### src/rtl/tap_pkg.sv
// TAP state encoding plus the 1149.1 next-state and shortest-path navigation helpers
// used by the TMS driver.
package tap_pkg;

  typedef enum logic [3:0] {
    TAP_EX2DR = 4'h0,
    TAP_EX1DR = 4'h1,
    TAP_SHDR  = 4'h2,
    TAP_PSDR  = 4'h3,
    TAP_SELIR = 4'h4,
    TAP_UPDDR = 4'h5,
    TAP_CAPDR = 4'h6,
    TAP_SELDR = 4'h7,
    TAP_EX2IR = 4'h8,
    TAP_EX1IR = 4'h9,
    TAP_SHIR  = 4'hA,
    TAP_PSIR  = 4'hB,
    TAP_RTI   = 4'hC,
    TAP_UPDIR = 4'hD,
    TAP_CAPIR = 4'hE,
    TAP_TLR   = 4'hF
  } tap_state_t;

  localparam int unsigned TAP_INIT_ONES = 5;

  function automatic tap_state_t tap_step(input tap_state_t s, input logic tms);
    tap_state_t n;
    case (s)
      TAP_TLR:   n = tms ? TAP_TLR   : TAP_RTI;
      TAP_RTI:   n = tms ? TAP_SELDR : TAP_RTI;
      TAP_SELDR: n = tms ? TAP_SELIR : TAP_CAPDR;
      TAP_CAPDR: n = tms ? TAP_EX1DR : TAP_SHDR;
      TAP_SHDR:  n = tms ? TAP_EX1DR : TAP_SHDR;
      TAP_EX1DR: n = tms ? TAP_UPDDR : TAP_PSDR;
      TAP_PSDR:  n = tms ? TAP_EX2DR : TAP_PSDR;
      TAP_EX2DR: n = tms ? TAP_UPDDR : TAP_SHDR;
      TAP_UPDDR: n = tms ? TAP_SELDR : TAP_RTI;
      TAP_SELIR: n = tms ? TAP_TLR   : TAP_CAPIR;
      TAP_CAPIR: n = tms ? TAP_EX1IR : TAP_SHIR;
      TAP_SHIR:  n = tms ? TAP_EX1IR : TAP_SHIR;
      TAP_EX1IR: n = tms ? TAP_UPDIR : TAP_PSIR;
      TAP_PSIR:  n = tms ? TAP_EX2IR : TAP_PSIR;
      TAP_EX2IR: n = tms ? TAP_UPDIR : TAP_SHIR;
      TAP_UPDIR: n = tms ? TAP_SELDR : TAP_RTI;
      default:   n = TAP_TLR;
    endcase
    return n;
  endfunction

  function automatic logic tap_is_stable(input tap_state_t s);
    return s inside {TAP_TLR, TAP_RTI, TAP_SHDR, TAP_PSDR, TAP_SHIR, TAP_PSIR};
  endfunction

  function automatic logic tap_hold(input tap_state_t s);
    return (s == TAP_TLR);
  endfunction

  // Per target, the states whose shortest path starts with TMS=0; all others start with 1.
  // When s == t the result is the hold bit of t.
  function automatic logic tap_nav(input tap_state_t s, input tap_state_t t);
    logic b;
    case (t)
      TAP_TLR:  b = 1'b1;
      TAP_RTI:  b = !(s inside {TAP_TLR, TAP_RTI, TAP_UPDDR, TAP_UPDIR});
      TAP_SHDR: b = !(s inside {TAP_TLR, TAP_SELDR, TAP_CAPDR, TAP_SHDR, TAP_EX1DR, TAP_EX2DR});
      TAP_PSDR: b = !(s inside {TAP_TLR, TAP_SELDR, TAP_EX1DR, TAP_PSDR, TAP_EX2DR});
      TAP_SHIR: b = !(s inside {TAP_TLR, TAP_SELIR, TAP_CAPIR, TAP_SHIR, TAP_EX1IR, TAP_EX2IR});
      TAP_PSIR: b = !(s inside {TAP_TLR, TAP_SELIR, TAP_EX1IR, TAP_PSIR, TAP_EX2IR});
      default:  b = 1'b1;
    endcase
    return b;
  endfunction

endpackage

### src/rtl/tap_obs_check.sv
// Compares the TAP observation bus against the shadow state delayed by OBS_LAT cycles;
// any difference latches a sticky mismatch flag until reset.
module tap_obs_check import tap_pkg::*; #(
  parameter int unsigned OBS_LAT  = 1,
  parameter logic        CHECK_EN = 1'b1
) (
  input  logic       clk,
  input  logic       rst_n,
  input  logic       active,
  input  logic [3:0] shadow,
  input  logic [3:0] state_obs,
  output logic       mismatch
);

  localparam int unsigned FW = $clog2(OBS_LAT + 1);
  localparam logic [FW-1:0] FILL_MAX = FW'(OBS_LAT);

  logic [3:0]    dly_d [OBS_LAT];
  logic [3:0]    dly_q [OBS_LAT];
  logic [FW-1:0] fill_d, fill_q;
  logic          mismatch_d, mismatch_q;

  always_comb begin
    dly_d = dly_q;
    dly_d[0] = shadow;
    for (int i = 1; i < OBS_LAT; i++) dly_d[i] = dly_q[i-1];

    // The fill count restarts whenever INIT runs so stale pre-init states are never compared.
    fill_d = '0;
    if (active) fill_d = (fill_q == FILL_MAX) ? fill_q : fill_q + 1'b1;

    mismatch_d = mismatch_q;
    if ((CHECK_EN == 1'b1) && active && (fill_q == FILL_MAX) &&
        (state_obs != dly_q[OBS_LAT-1]))
      mismatch_d = 1'b1;
  end

  always_ff @(posedge clk or negedge rst_n) begin
    if (!rst_n) begin
      for (int i = 0; i < OBS_LAT; i++) dly_q[i] <= TAP_TLR;
      fill_q     <= '0;
      mismatch_q <= 1'b0;
    end else begin
      dly_q      <= dly_d;
      fill_q     <= fill_d;
      mismatch_q <= mismatch_d;
    end
  end

  assign mismatch = mismatch_q;

endmodule

### src/rtl/tap_tms_driver.sv
// JTAG TMS initiator: walks the TAP along the shortest path to a requested stable state
// while tracking a shadow copy of the TAP state.
//
// state | meaning
// INIT  | TMS held at 1 so the TAP lands in TLR; shadow forced to TLR
// IDLE  | ready for a request; TMS holds the current stable state
// WALK  | one TMS bit per cycle toward the latched target
module tap_tms_driver import tap_pkg::*; #(
  parameter int unsigned OBS_LAT  = 1,
  parameter logic        CHECK_EN = 1'b1
) (
  input  logic       GCLK,
  input  logic       TRST_N,
  input  logic       req_valid,
  input  logic [3:0] req_target,
  output logic       req_ready,
  output logic       TMS_out,
  output logic [3:0] shadow_state,
  output logic       done,
  output logic       err_target,
  input  logic [3:0] state_obs,
  output logic       mismatch
);

  localparam logic [1:0] ST_INIT = 2'd0;
  localparam logic [1:0] ST_IDLE = 2'd1;
  localparam logic [1:0] ST_WALK = 2'd2;

  logic [1:0] state_d, state_q;
  logic [2:0] init_cnt_d, init_cnt_q;
  tap_state_t shadow_d, shadow_q;
  tap_state_t target_d, target_q;
  logic       tms_d, tms_q;
  logic       done_d, done_q;
  logic       err_d, err_q;
  tap_state_t req_t;

  assign req_t = tap_state_t'(req_target);

  always_comb begin
    state_d    = state_q;
    init_cnt_d = init_cnt_q;
    shadow_d   = shadow_q;
    target_d   = target_q;
    tms_d      = tms_q;
    done_d     = 1'b0;
    err_d      = 1'b0;
    case (state_q)
      ST_INIT: begin
        tms_d    = 1'b1;
        shadow_d = TAP_TLR;
        if (init_cnt_q == 3'(TAP_INIT_ONES)) state_d = ST_IDLE;
        else init_cnt_d = init_cnt_q + 3'd1;
      end
      ST_IDLE: begin
        tms_d = tap_hold(shadow_q);
        if (req_valid) begin
          if (!tap_is_stable(req_t)) begin
            err_d = 1'b1;
          end else if (req_t == shadow_q) begin
            done_d = 1'b1;
          end else begin
            target_d = req_t;
            tms_d    = tap_nav(shadow_q, req_t);
            state_d  = ST_WALK;
          end
        end
      end
      ST_WALK: begin
        // The TAP samples tms_q on this same edge, so the shadow advances in lockstep.
        shadow_d = tap_step(shadow_q, tms_q);
        tms_d    = tap_nav(shadow_d, target_q);
        if (shadow_d == target_q) begin
          done_d  = 1'b1;
          tms_d   = tap_hold(shadow_d);
          state_d = ST_IDLE;
        end
      end
      default: state_d = ST_INIT;
    endcase
  end

  always_ff @(posedge GCLK or negedge TRST_N) begin
    if (!TRST_N) begin
      state_q    <= ST_INIT;
      init_cnt_q <= 3'd0;
      shadow_q   <= TAP_TLR;
      target_q   <= TAP_TLR;
      tms_q      <= 1'b1;
      done_q     <= 1'b0;
      err_q      <= 1'b0;
    end else begin
      state_q    <= state_d;
      init_cnt_q <= init_cnt_d;
      shadow_q   <= shadow_d;
      target_q   <= target_d;
      tms_q      <= tms_d;
      done_q     <= done_d;
      err_q      <= err_d;
    end
  end

  assign req_ready    = (state_q == ST_IDLE);
  assign TMS_out      = tms_q;
  assign shadow_state = shadow_q;
  assign done         = done_q;
  assign err_target   = err_q;

  tap_obs_check #(
    .OBS_LAT  (OBS_LAT),
    .CHECK_EN (CHECK_EN)
  ) u_obs_check (
    .clk       (GCLK),
    .rst_n     (TRST_N),
    .active    (state_q != ST_INIT),
    .shadow    (shadow_q),
    .state_obs (state_obs),
    .mismatch  (mismatch)
  );

endmodule

### config.mk
export PLATFORM = sky130hd
export DESIGN_NAME = tap_tms_driver
export DESIGN_NICKNAME = d
export VERILOG_FILES = /design/src/rtl/tap_pkg.sv /design/src/rtl/tap_obs_check.sv /design/src/rtl/tap_tms_driver.sv
export SDC_FILE = /design/constraint.sdc
export NUM_CORES = 1
export LEC_CHECK = 0
export CORE_UTILIZATION = 30
export CTS_BUF_LIST = sky130_fd_sc_hd__clkbuf_2 sky130_fd_sc_hd__clkbuf_4 sky130_fd_sc_hd__clkbuf_8
export DETAILED_ROUTE_END_ITERATION = 6
export SETUP_SLACK_MARGIN = 0.3
export SLEW_MARGIN = 25
export SYNTH_ARGS = -nofsm -noshare
export SYNTH_HDL_FRONTEND = slang
export SYNTH_SLANG_ARGS = --single-unit
### constraint.sdc
create_clock -name GCLK -period 2.3 [get_ports GCLK]
set_input_delay 0.575 -clock GCLK [delete_from_list [all_inputs] [get_ports GCLK]]
set_output_delay 0.575 -clock GCLK [all_outputs]
set_load 0.02 [all_outputs]
=== Yosys cells after proc, flatten, opt, wreduce, memory -nomap -nowiden ===
Cells that the tools add are included.
W data, S select, Z words.

* Logic and storage cells: 139
* Output and inout bits: 9
* Input port bits: 11
* Register bits after elaboration: 22

* Muxes and demuxes: 38
* Reductions and logical operators: 35
* Add/sub/neg operators: 2
* Bitwise logic cells: 2
* Equality and inequality tests: 52

{| class="wikitable"
|+ Operator list
! cell !! number
|-
| $eq A4 B4 Y1 const B || 23
|-
| $pmux W4 S12 || 1
|-
| $eq A4 B2 Y1 const B || 8
|-
| $eq A4 B3 Y1 const B || 8
|-
| $reduce_bool A6 Y1 || 5
|-
| $mux W2 || 11
|-
| $reduce_bool A5 Y1 || 4
|-
| $mux W1 || 14
|-
| $mux W3 || 4
|-
| $logic_not A1 Y1 || 10
|-
| $pmux W1 S5 || 2
|-
| $eq A4 B1 Y1 const B || 2
|-
| $eq A4 B4 Y1 || 2
|-
| $logic_not A4 Y1 || 2
|-
| $mux W4 || 2
|-
| $ne A2 B2 Y1 const B || 4
|-
| $pmux W4 S2 || 1
|-
| $reduce_bool A4 Y1 || 2
|-
| $pmux W2 S3 || 1
|-
| $reduce_and A5 Y1 || 1
|-
| $ne A4 B4 Y1 || 1
|-
| $reduce_and A4 Y1 || 1
|-
| $reduce_bool A2 Y1 || 2
|-
| $reduce_or A2 Y1 || 2
|-
| other kinds (14) || 16
|}

=== Logic depth before layout (Yosys ltp) ===
* Word-level depth: 10
* Mapped depth: 8
* Depth with buffers taken out: 7

=== Modules after synthesis ===
Synthesis repeated with hierarchy kept, for this count alone.

* Cells, all modules: 174
* Area total of the unflattened synthesis: 1,555.2 um^2

{| class="wikitable"
|+ By module, submodules not included
! module !! area each (um^2) !! times used !! cells an instance
|-
| tap_tms_driver || 1,350.0 || 1 || 162
|-
| tap_obs_check || 205.2 || 1 || 12
|}

=== Least setup slack after synthesis ===
OpenSTA, ideal clock, no wires.

* Kind: flip-flop to flip-flop
* Start: reg shadow_q[2] (netlist: shadow_state[2])
* End: reg state_q[0]
* Buffers on the path: 0
* Setup slack: 186 ps
* Setup time: 96 ps
* Arrival: 2,018 ps
* Data required time: 2,204 ps
* Stages on the path, launching flop included: 7
* Cells stage by stage: dfstp_2 -> nor2b_1 -> mux2i_1 -> xor2_1 -> nand3_4 -> o311a_1 -> a311oi_2

* Longest elaborated chain between the ends: 7
* Elaborated cells on any way between the ends: 26
* Classes of those cells: eq/ne: 19; mux: 2; reduce/logical: 5

{| class="wikitable"
|+ Ends and longest elaborated chain
! what !! line !! RTL
|-
| start: declaration || tap_tms_driver.sv:31 || <nowiki>tap_state_t shadow_d, shadow_q;</nowiki>
|-
| start signal: assignment || tap_tms_driver.sv:95 || <nowiki>shadow_q <= shadow_d;</nowiki>
|-
| $eq A4 B4 Y1, or another cell as far along || tap_pkg.sv:28 || <nowiki>case (s)</nowiki>
|-
| $reduce_or A3 Y1 (no source line) or $reduce_or A2 Y1 (tied branches) || n/a ||
|-
| $pmux W4 S12 || tap_pkg.sv:28 ||
|-
| $mux W4 || tap_tms_driver.sv:48 || <nowiki>case (state_q)</nowiki>
|-
| $eq A4 B4 Y1 || tap_tms_driver.sv:73 || <nowiki>if (shadow_d == target_q) begin</nowiki>
|-
| $ne A2 B2 Y1 (no source line) || n/a ||
|-
| $reduce_and A5 Y1 (no source line) * || n/a ||
|-
| end signal: assignment || tap_tms_driver.sv:93 || <nowiki>state_q <= state_d;</nowiki>
|-
| end: declaration || tap_tms_driver.sv:29 || <nowiki>logic [1:0] state_d, state_q;</nowiki>
|}

Mark *: on every way between the ends. The rest lies on a longest branch, timed or not. The select of a mux whose other input is x is not followed.
A chain may end at the register's enable or synchronous reset.

=== Final worst setup path ===
* Start: reg shadow_q[0] (netlist: shadow_state[0])
* End: reg state_q[0]

Same word-level chain as after synthesis.

==> reports/metrics.cfg <==
[min_path]
min_path_type = reg -> reg
min_from = u_obs_check.mismatch

[pwr]
ir_drop_v = 0.000422
power.density_nw_per_um2 = 1090
power_leakage_uw = 0.000938

[drt]
drc = 0
wl_um = 4380
drt_first_pass_iters = 4
ant_nets = 0
drt_iter0_drc = 133
vias_per_cell = 5.10
wire_per_inst_um = 14.6
num_vias = 1531

[synthesis]
async_reset_ff_frac = 1.00
synth_area_leader_cell = dfstp_2
syn_area_per_cell_um2 = 9.45
ys_warn_count = 0
synth_seq_cells = 22
synth_cell_types = 60
syn_inst = 178
synth-main-ff-cell = dfstp_2
synth_nets = 195
synthTopCellsByArea = dfstp_2 20%, dfrtp_1 13%, ha_1 4.5%
synth_top_area_frac = 0.203
synth_edf_count = 0
netlist_top_cells_count = 13 x a21oi_1, 13 x dfstp_2, 12 x nor2_1
syn_area_um2 = 1680
yosysSeqAreaShare = 0.337

[floorplan]
die_area_um2 = 5910
start_util = 0.321
core_um2 = 5240
die_x_um = 76.9
pin_count = 20
fp.dieH_um = 76.9
rows = 26

[clocking]
cts_hold_buf = 0
cts-root-buf = clkbuf_8
clock_latency_ns = 0.26
clkTransAtPathRegs_ns = 0.09
cts-buffers-inserted = 3
cts_tree = done
cts_max_level = 1
clk_path_buf_depth = 2
cts_sinks = 22

[timing]
setup_ws_ns = 0.229
max_freq_ghz = 0.483
slew_headroom = 0.724
setup_viol = 0
fin_worst_skew_ns = 0.00331
rsz0062_at_grt = true
fin_crit_ns = 2.07
fin_crit_sh = 0.900
hold_violations = 0
drv_slew = 0
tightest_slew_ns = 0.414
timing.hold.ws_ns = 0.470

[critical_path]
end_kind = flop
reg2reg_from = shadow_state[0]
critPathLaunchType = flop
crit_type = reg -> reg
worstPathRequired_ns = 2.47
crit_arrival_ns = 2.24
crit_start = shadow_state[0]
cp_max_fo = 7

[grt]
track_usage = 0.157
grt-ovfl-total = 0
antenna_found_initial = 0
grt_start_max_net_pins = 23
grt_pass1_wl_um = 7340
grt_pass1_vias = 1502

[status]
status = completed

[layout]
final_cell_area_um2 = 2320
area_growth_pct = 38.0
fin_nets = 248
antenna_cells = 0
drive_gt1_frac = 0.370
num-fill-cells = 528

[flow_run]
drv_cap = 0

[placement]
place_hpwl_um = 2830
dp_worst_setup_slack_ns = -0.191
gp_congestion = 0.831
io_buffers = 19
placed_area_um2 = 2050

## stage by stage
step / TNS [ns] / power [uW] / std cells / utilization
3_3_place_gp: -0.807 / 1930 / 276 / 0.392
4_1_cts: 0 / 2440 / 296 / 0.435
3_5_place_dp: -1.03 / 1940 / 276 / 0.392
5_1_grt: 0 / 2680 / 300 / 0.443
2_1_floorplan: 0 / 1620 / 178 / -
6_report: 0 / 2530 / 300 / 0.443
## what timing repair did
item,CTS,global route
pin swaps,7,5
setup endpoints to repair,13,11
gates resized for setup,23,11
setup buffers,16,4
gates cloned,0,0
## path summary, 6_finish.rpt
kind                                        endpoint  depth (start not counted)  slack, ns
worst max-delay path                      state_q[0]                          7       0.23
worst min-delay path            u_obs_check.mismatch                          1       0.47
worst max register to register            state_q[0]                          7       0.23
worst min register to register  u_obs_check.mismatch                          1       0.47
max in group asynchronous       u_obs_check.dly_q[2]                          2       1.36
min in group asynchronous                 err_target                          2       0.66
## cell usage in the layout, fill, tap and decap left out, types with 3 or more instances in the layout
master	netlist	layout
buf_4	4	38
a21oi_1	13	12
nor2_1	12	12
nand2_1	9	9
dfrtp_1	9	9
clkdlybuf4s50_1	0	9
dfstp_2	13	9
inv_1	9	8
xnor2_1	8	8
nor2b_1	8	7
dlygate4sd2_1	0	7
nor3_1	6	6
ha_1	6	6
nand2b_1	5	5
dfstp_4	0	4
o21a_1	4	4
mux2_2	4	4
buf_6	2	4
a21o_1	3	3
nor3b_1	3	3
nand4_1	3	3
o21ai_0	3	3
o31a_1	3	3
clkbuf_8	0	3
## area by class of cell
cell class                 count  area (um^2)  area share
multi-input combinational    134         1040       0.449
sequential                    22          582       0.251
timing repair buffer          61          502       0.216
tap                           70         87.6      0.0377
clock buffer                   3         41.3      0.0178
inverter                       9         37.5      0.0162
clock inverter                 1         30.0      0.0129
## flip-flops by register name, summed over array words and instances (netlist names)
signal / count
u_obs_check.mismatch: 1
done: 1
shadow_state: 4
u_obs_check.fill_q: 1
target_q: 4
TMS_out: 1
err_target: 1
u_obs_check.dly_q: 4
state_q: 2
init_cnt_q: 3
## logic make-up (layout without fill, tap and decap cells)
group / Yosys count / after routing / share of synthesized area
AND/OR/NAND/NOR: 59 / 59 / 0.204
AO/OA/AOI/OAI: 50 / 50 / 0.230
flip-flops: 22 / 22 / 0.337
buffers and inverters: 22 / 74 / 0.0691
XOR/XNOR: 13 / 13 / 0.0766
adder cells (fa/ha/maj): 6 / 6 / 0.0446
multiplexers: 6 / 6 / 0.0387
## critical path, cell delays in order (launching register included)
cell and delay (ns):
dfstp_4 0.67, buf_6 0.13, o21ai_1 0.07, mux2i_2 0.25, xor2_2 0.22, nand3_4 0.12
o311a_1 0.31, a311oi_2 0.20
## routing by layer
layer / global-route usage / vias to the layer above / share of wire / wire [um]
met5: 0 / - / 0 / 0
met4: 0.0481 / 0 / 0.011 / 50
met3: 0.0238 / 6 / 0.043 / 190
met2: 0.253 / 48 / 0.45 / 1980
met1: 0.213 / 733 / 0.49 / 2160
li1: - / 744 / - / -
## where the power goes
part | total (uW) | switching (uW) | internal [uW]
Sequential | 737 | 173 | 564
Clock | 368 | 135 | 232
Combinational | 1420 | 720 | 701
Total | 2530 | 1030 | 1500
Note: power is estimated with default switching activity, not from simulation.
